$ cat src/rtl/spi_word_fifo_receiver.sv
// SPI target that assembles WORD_WIDTH-bit words in any CPOL/CPHA mode, buffers them in a
// valid/ready FIFO and echoes each word back on MISO one word later, after a per-frame status word.
module spi_word_fifo_receiver #(
  parameter int unsigned WORD_WIDTH  = 8,
  parameter int unsigned FIFO_DEPTH  = 4,
  parameter int unsigned SYNC_STAGES = 2,
  parameter int unsigned CPOL        = 0,
  parameter int unsigned CPHA        = 1,
  parameter int unsigned CNT_WIDTH   = 8
) (
  input  logic                  clk_i,
  input  logic                  rst_ni,
  input  logic                  spi_sclk_i,
  input  logic                  spi_mosi_i,
  input  logic                  spi_cs_i,
  output logic                  spi_miso_o,
  output logic [WORD_WIDTH-1:0] word_o,
  output logic                  word_valid_o,
  input  logic                  word_ready_i,
  output logic                  frame_start_o,
  output logic                  frame_end_o,
  output logic [CNT_WIDTH-1:0]  frame_words_o,
  output logic                  overflow_o,
  input  logic                  clear_overflow_i
);

  localparam int unsigned PTR_W  = $clog2(FIFO_DEPTH);
  localparam int unsigned FCNT_W = PTR_W + 1;
  localparam int unsigned BIT_W  = $clog2(WORD_WIDTH);
  localparam int unsigned SS     = SYNC_STAGES;

  logic [SS-1:0]         sclk_sync_q, sclk_sync_d;
  logic [SS-1:0]         mosi_sync_q, mosi_sync_d;
  logic [SS-1:0]         cs_sync_q, cs_sync_d;
  logic                  sclk_dly_q, sclk_dly_d;
  logic                  cs_dly_q, cs_dly_d;
  logic [BIT_W-1:0]      bit_cnt_q, bit_cnt_d;
  logic [WORD_WIDTH-1:0] rx_sr_q, rx_sr_d;
  logic [WORD_WIDTH-1:0] tx_sr_q, tx_sr_d;
  logic                  miso_q, miso_d;
  logic                  frame_start_q, frame_start_d;
  logic                  frame_end_q, frame_end_d;
  logic [CNT_WIDTH-1:0]  frame_words_q, frame_words_d;
  logic                  overflow_q, overflow_d;
  logic [WORD_WIDTH-1:0] mem_q [FIFO_DEPTH];
  logic [WORD_WIDTH-1:0] mem_d [FIFO_DEPTH];
  logic [PTR_W-1:0]      wr_ptr_q, wr_ptr_d;
  logic [PTR_W-1:0]      rd_ptr_q, rd_ptr_d;
  logic [FCNT_W-1:0]     count_q, count_d;

  logic                  sclk_sync, mosi_sync, cs_sync;
  logic                  sclk_rise, sclk_fall, sample_edge, shift_edge;
  logic                  cs_fall, cs_rise;
  logic                  push, push_ok, pop, full, drop;
  logic [WORD_WIDTH-1:0] push_data;

  assign sclk_sync   = sclk_sync_q[SS-1];
  assign mosi_sync   = mosi_sync_q[SS-1];
  assign cs_sync     = cs_sync_q[SS-1];
  assign sclk_rise   = sclk_sync & ~sclk_dly_q;
  assign sclk_fall   = ~sclk_sync & sclk_dly_q;
  assign sample_edge = ~cs_sync & ((CPOL == CPHA) ? sclk_rise : sclk_fall);
  assign shift_edge  = ~cs_sync & ((CPOL == CPHA) ? sclk_fall : sclk_rise);
  assign cs_fall     = ~cs_sync & cs_dly_q;
  assign cs_rise     = cs_sync & ~cs_dly_q;

  // Input synchronisers and the delayed copies used for edge detection
  always_comb begin
    sclk_sync_d = {sclk_sync_q[SS-2:0], spi_sclk_i};
    mosi_sync_d = {mosi_sync_q[SS-2:0], spi_mosi_i};
    cs_sync_d   = {cs_sync_q[SS-2:0], spi_cs_i};
    sclk_dly_d  = sclk_sync;
    cs_dly_d    = cs_sync;
  end

  // Receive/transmit shifters, frame bookkeeping
  always_comb begin
    bit_cnt_d     = bit_cnt_q;
    rx_sr_d       = rx_sr_q;
    tx_sr_d       = tx_sr_q;
    miso_d        = miso_q;
    frame_words_d = frame_words_q;
    frame_start_d = cs_fall;
    frame_end_d   = cs_rise;
    push          = 1'b0;
    push_data     = {rx_sr_q[WORD_WIDTH-2:0], mosi_sync};

    if (cs_fall) begin
      bit_cnt_d             = '0;
      rx_sr_d               = '0;
      frame_words_d         = '0;
      tx_sr_d               = '0;
      tx_sr_d[WORD_WIDTH-1] = overflow_q;
      if (CPHA == 0) miso_d = overflow_q;
    end else if (cs_rise) begin
      bit_cnt_d = '0;
      rx_sr_d   = '0;
    end else begin
      if (sample_edge) begin
        rx_sr_d = push_data;
        if (bit_cnt_q == BIT_W'(WORD_WIDTH - 1)) begin
          bit_cnt_d = '0;
          push      = 1'b1;
          tx_sr_d   = push_data;
          if (frame_words_q != '1) frame_words_d = frame_words_q + CNT_WIDTH'(1);
        end else begin
          bit_cnt_d = bit_cnt_q + BIT_W'(1);
        end
      end
      // CPHA=0 presents a freshly loaded word's MSB unshifted at the word boundary
      if (shift_edge) begin
        if (CPHA == 0 && bit_cnt_q == '0) begin
          miso_d = tx_sr_q[WORD_WIDTH-1];
        end else if (CPHA == 0) begin
          tx_sr_d = {tx_sr_q[WORD_WIDTH-2:0], 1'b0};
          miso_d  = tx_sr_q[WORD_WIDTH-2];
        end else begin
          miso_d  = tx_sr_q[WORD_WIDTH-1];
          tx_sr_d = {tx_sr_q[WORD_WIDTH-2:0], 1'b0};
        end
      end
    end

    if (cs_sync) miso_d = 1'b0;
  end

  // Output FIFO; a pop frees the slot a simultaneous push into a full FIFO needs
  always_comb begin
    pop        = (count_q != '0) & word_ready_i;
    full       = (count_q == FCNT_W'(FIFO_DEPTH));
    drop       = push & full & ~pop;
    push_ok    = push & ~drop;
    mem_d      = mem_q;
    wr_ptr_d   = wr_ptr_q;
    rd_ptr_d   = rd_ptr_q;
    count_d    = count_q;
    overflow_d = clear_overflow_i ? drop : (overflow_q | drop);

    if (push_ok) begin
      mem_d[wr_ptr_q] = push_data;
      wr_ptr_d        = wr_ptr_q + PTR_W'(1);
    end
    if (pop) rd_ptr_d = rd_ptr_q + PTR_W'(1);
    case ({push_ok, pop})
      2'b10:   count_d = count_q + FCNT_W'(1);
      2'b01:   count_d = count_q - FCNT_W'(1);
      default: count_d = count_q;
    endcase
  end

  always_ff @(posedge clk_i or negedge rst_ni) begin
    if (!rst_ni) begin
      sclk_sync_q   <= '0;
      mosi_sync_q   <= '0;
      cs_sync_q     <= '0;
      sclk_dly_q    <= 1'b0;
      cs_dly_q      <= 1'b0;
      bit_cnt_q     <= '0;
      rx_sr_q       <= '0;
      tx_sr_q       <= '0;
      miso_q        <= 1'b0;
      frame_start_q <= 1'b0;
      frame_end_q   <= 1'b0;
      frame_words_q <= '0;
      overflow_q    <= 1'b0;
      mem_q         <= '{default: '0};
      wr_ptr_q      <= '0;
      rd_ptr_q      <= '0;
      count_q       <= '0;
    end else begin
      sclk_sync_q   <= sclk_sync_d;
      mosi_sync_q   <= mosi_sync_d;
      cs_sync_q     <= cs_sync_d;
      sclk_dly_q    <= sclk_dly_d;
      cs_dly_q      <= cs_dly_d;
      bit_cnt_q     <= bit_cnt_d;
      rx_sr_q       <= rx_sr_d;
      tx_sr_q       <= tx_sr_d;
      miso_q        <= miso_d;
      frame_start_q <= frame_start_d;
      frame_end_q   <= frame_end_d;
      frame_words_q <= frame_words_d;
      overflow_q    <= overflow_d;
      mem_q         <= mem_d;
      wr_ptr_q      <= wr_ptr_d;
      rd_ptr_q      <= rd_ptr_d;
      count_q       <= count_d;
    end
  end

  assign spi_miso_o    = miso_q;
  assign word_o        = mem_q[rd_ptr_q];
  assign word_valid_o  = (count_q != '0);
  assign frame_start_o = frame_start_q;
  assign frame_end_o   = frame_end_q;
  assign frame_words_o = frame_words_q;
  assign overflow_o    = overflow_q;

endmodule

$ cat config.mk
export PLATFORM = sky130hd
export DESIGN_NAME = spi_word_fifo_receiver
export DESIGN_NICKNAME = d
export VERILOG_FILES = /design/src/rtl/spi_word_fifo_receiver.sv
export SDC_FILE = /design/constraint.sdc
export NUM_CORES = 1
export LEC_CHECK = 0
export CAP_MARGIN = 20
export CELL_PAD_IN_SITES_DETAIL_PLACEMENT = 2
export CELL_PAD_IN_SITES_GLOBAL_PLACEMENT = 2
export CORE_AREA = 5 5 105 107
export DETAILED_ROUTE_END_ITERATION = 10
export DIE_AREA = 0 0 110 112
export PLACE_DENSITY = 0.66
export SETUP_SLACK_MARGIN = 0.5
export SYNTH_ARGS = -nofsm -noshare
export SYNTH_HDL_FRONTEND = slang
export SYNTH_SLANG_ARGS = --single-unit
export TNS_END_PERCENT = 100
$ cat constraint.sdc
create_clock -name clk_i -period 2.8 [get_ports clk_i]
set_clock_uncertainty 0.2 [all_clocks]
set_input_delay 0.42 -clock clk_i [delete_from_list [all_inputs] [get_ports clk_i]]
set_output_delay 0.42 -clock clk_i [all_outputs]
set_load 0.02 [all_outputs]
==> impl_results.rst <==
.. list-table::
   :header-rows: 1

   * - Metric
     - Value
   * - Max-cap violation count
     - 0
   * - Die footprint
     - 12300 um2
   * - Largest net degree at the start of global routing
     - 47
   * - Rel. slew slack
     - 57.6%
   * - Clock latency reported for the late side of the worst-skew pair
     - 0.35 ns
   * - Maximum number of buffers from clock root to sink
     - 2
   * - Result of the run
     - finished clean
   * - Count of H-tree levels built during CTS
     - 3
   * - Number of DRC violations after detailed routing
     - 0
   * - PortBufs
     - 27
   * - Area of the core region
     - 10000 um2
   * - Average wire per standard cell
     - 18.4 um
   * - Seq cells post-synth
     - 77
   * - EDFF count, synth
     - 0
   * - Time the worst path needs with I/O delays and setup
     - 2.40 ns
   * - Most common cell type on the critical path
     - sky130_fd_sc_hd__xor2_1
   * - CTS tree
     - yes
   * - I/O pin count
     - 28
   * - Primary flip-flop cell chosen by synthesis mapping
     - sky130_fd_sc_hd__dfrtp_1
   * - Slew of the pin with the lowest slew margin
     - 0.632 ns
   * - Maximum achievable frequency
     - 417 MHz
   * - RePlAce Congestion
     - 0.719
   * - Final antenna-violating net count
     - 0
   * - Number of standard-cell rows in the floorplan
     - 37
   * - Total power density per cell area
     - 616 nW/um2
   * - Destination of the critical timing path
     - count_q[2]
   * - Drt first pass iters
     - 4
   * - Critical-path top delay cell
     - sky130_fd_sc_hd__or4b_4
   * - Count of warnings emitted by yosys
     - 0
   * - Flop2flop setup slack
     - 0.40 ns
   * - Clock edge transition at the registers on the reported setup and hold paths
     - 0.08 ns
   * - CTS Buf Count
     - 9
   * - Fraction of the yosys area taken by sequential cells
     - 56.5%
   * - Global-route usage over all layers
     - 14.6%
   * - Cell at the root of the clock tree
     - sky130_fd_sc_hd__clkbuf_8
   * - Antenna diode count
     - 0
   * - Worst setup path class
     - reg -> reg
   * - Setup violation total in the final timing report
     - 0
   * - Ordered cell list for the critical path
     - or4b_4, nor4b_4, inv_1, ha_2, inv_2, fa_2, xor2_1, nor2_1, xor2_1
   * - Leak
     - 1.99 nW
   * - Total length of routed wires
     - 8380 um
   * - Critical path startpoint category
     - flop
   * - Number of nets in the final layout
     - 330
   * - Vias after detailed routing
     - 2313
   * - Area Overhead vs Synth
     - 23.4%
   * - Number of antenna violations at the first check in global routing
     - 0
   * - # clock sinks
     - 77
   * - Height of the die
     - 112 um
   * - Aggregate global routing overflow
     - 0
   * - HPWL after detailed placement
     - 5750 um
   * - Most common library cell in the layout ignoring fill and taps
     - sky130_fd_sc_hd__dfrtp_1
   * - Worst reg2reg endpoint
     - count_q[2]
   * - Netlist area before placement
     - 3410 um2
   * - Number of global-route vias before repair
     - 2637
   * - Worst-path fanout max
     - 3
   * - Post-synth ARST share
     - 100%
   * - Delay of the slowest critical-path stage
     - 0.54 ns
   * - Worst reg-to-reg path cell count
     - 9
   * - Global-route wire length before repair
     - 13800 um
   * - Hold violation count in the final report
     - 0
   * - Fraction of final layout cells sized beyond drive strength 1
     - 29.8%
   * - Synthesized instance count
     - 265
   * - Hold Path Class
     - reg -> reg
   * - Number of vias per cell
     - 5.08
   * - Data arrival time of the worst path
     - 2.47 ns
   * - Mean Syn Cell Area
     - 12.9 um2
   * - Net count after synthesis
     - 281
   * - Reg2Reg Launch Point
     - count_q[1]
   * - Power consumption
     - 2.59 mW
   * - Final design utilization
     - 41.9%
   * - Drt first-iter violations
     - 126
   * - WP data required
     - 2.88 ns
   * - Worst-case vdd ir drop
     - 252 uV
   * - Count of final max-slew check failures
     - 0
   * - Most frequent cells in the layout
     - 76 x sky130_fd_sc_hd__dfrtp_1, 30 x sky130_fd_sc_hd__mux2_2, 19 x sky130_fd_sc_hd__nand2_1, 16 x sky130_fd_sc_hd__inv_1, 16 x sky130_fd_sc_hd__clkdlybuf4s50_1
   * - Starting Density
     - 33.9%
   * - Startpoint of the most critical setup path
     - count_q[1]
   * - Worst setup EP type
     - flop
   * - RSZ-0062 raised after global routing
     - yes
   * - Horizontal extent of the die
     - 110 um
   * - Final worst path period share
     - 85.6%
   * - Unique cell type count in the Yosys netlist
     - 52
-- flip-flops by register name, indices dropped and copies added (netlist names) --
register	cells
mem_q	32
frame_words_o	8
tx_sr_q	8
rx_sr_q	7
bit_cnt_q	3
count_q	3
cs_sync_q	2
mosi_sync_q	2
rd_ptr_q	2
sclk_sync_q	2
wr_ptr_q	2
cs_dly_q	1
frame_end_o	1
frame_start_o	1
overflow_o	1
sclk_dly_q	1
spi_miso_o	1
-- power by group --
part	internal [mW]	total, mW	switching, mW
combinational	0.234	0.427	0.193
sequential	1.16	1.24	0.0725
clock	0.506	0.928	0.422
total	1.90	2.59	0.687
-- per-layer routing --
layer / GRT usage, % / wire length (um) / up-vias
li1: - / - / 1059
met1: 18.7 / 3730 / 1217
met2: 24.8 / 4380 / 28
met3: 2.61 / 174 / 9
met4: 4.74 / 103 / 0
met5: 0 / 0 / -
-- worst min path at each step --
| stage | from | end | cells past startpoint |
|---|---|---|---|
| 2_1_floorplan | rst_ni | bit_cnt_q[0] | 0 |
| 3_3_place_gp | cs_sync_q[0] | cs_sync_q[1] | 0 |
| 3_5_place_dp | cs_sync_q[0] | cs_sync_q[1] | 0 |
| 4_1_cts | cs_sync_q[0] | cs_sync_q[1] | 0 |
| 5_1_grt | cs_sync_q[0] | cs_sync_q[1] | 0 |
| 6_report | cs_sync_q[0] | cs_sync_q[1] | 0 |
-- area by class of cell --
| cell class | count | area [um2] |
|---|---|---|
| multi-input cells | 164 | 1430 |
| clock buffers | 11 | 131 |
| repair buffers | 44 | 402 |
| inverters | 18 | 67.6 |
| fillers | 1033 | 5840 |
| flip-flops and latches | 77 | 1930 |
| clock inverters | 5 | 83.8 |
| well taps | 136 | 170 |
-- cell usage after synthesis (2+ instances only) --
cell | number | area share [%]
sky130_fd_sc_hd__a222oi_1 | 6 | 1.8
sky130_fd_sc_hd__clkbuf_1 | 3 | 0.33
sky130_fd_sc_hd__nand2_1 | 19 | 2.1
sky130_fd_sc_hd__o31ai_1 | 2 | 0.44
sky130_fd_sc_hd__o21a_1 | 2 | 0.44
sky130_fd_sc_hd__o21ai_0 | 9 | 1.3
sky130_fd_sc_hd__nand2_2 | 4 | 0.73
sky130_fd_sc_hd__inv_1 | 17 | 1.9
sky130_fd_sc_hd__nand3_1 | 6 | 0.88
sky130_fd_sc_hd__a22oi_1 | 4 | 0.88
sky130_fd_sc_hd__nor2_1 | 10 | 1.1
sky130_fd_sc_hd__mux2_1 | 2 | 0.66
sky130_fd_sc_hd__mux4_2 | 8 | 5.3
sky130_fd_sc_hd__a21oi_1 | 9 | 1.3
sky130_fd_sc_hd__xor2_1 | 3 | 0.77
sky130_fd_sc_hd__nor3_1 | 7 | 1.0
sky130_fd_sc_hd__mux2_2 | 30 | 9.9
sky130_fd_sc_hd__a31oi_1 | 3 | 0.55
sky130_fd_sc_hd__dfrtp_1 | 77 | 57
sky130_fd_sc_hd__xnor2_1 | 3 | 0.77
sky130_fd_sc_hd__or3_1 | 3 | 0.55
sky130_fd_sc_hd__ha_1 | 8 | 2.9
-- cells by family (layout without fill, tap and decap cells) --
logic type / after synthesis / count (layout) / synth area share, %
and+or+nand+nor: 64 / 64 / 10.6
DFF: 77 / 77 / 56.5
buffers and inverters: 24 / 78 / 2.79
muxes: 41 / 41 / 16.1
AOI/OAI and AO/OA: 44 / 44 / 8.88
adders and majority gates: 9 / 9 / 3.52
xor gates and xnor gates: 6 / 6 / 1.54
-- critical path, delay by kind of cell (launching register included) --
kind / cells / cell delay, ns
and+or+nand+nor: 3 / 0.80
adders and majority gates: 2 / 0.51
DFF: 1 / 0.40
xor gates and xnor gates: 2 / 0.30
buffers and inverters: 2 / 0.11
-- through the flow --
step / TNS [ns] / hold WS, ns / setup WS, ns / instance area (um2) / std cells
after floorplan: 0 / -0.0756 / 0.310 / 3440 / 265
after global placement: 0 / 0.135 / 0.0147 / 3920 / 429
after detailed placement: -0.0526 / 0.138 / -0.0526 / 3920 / 429
after CTS: 0 / 0.158 / 0.394 / 4170 / 452
after global routing: 0 / 0.163 / 0.292 / 4210 / 455
final: 0 / 0.153 / 0.403 / 4210 / 455
-- timing repair --
| item | in CTS | in global routing |
|---|---|---|
| pin swaps | 6 | 0 |
| endpoints found under the setup margin | 16 | 9 |
| buffers inserted | 6 | 3 |
| hold endpoints to repair | 31 | 0 |
| resized for setup | 32 | 13 |
| hold buffers | 1 | 0 |
Note: power is estimated with default switching activity, not from simulation.
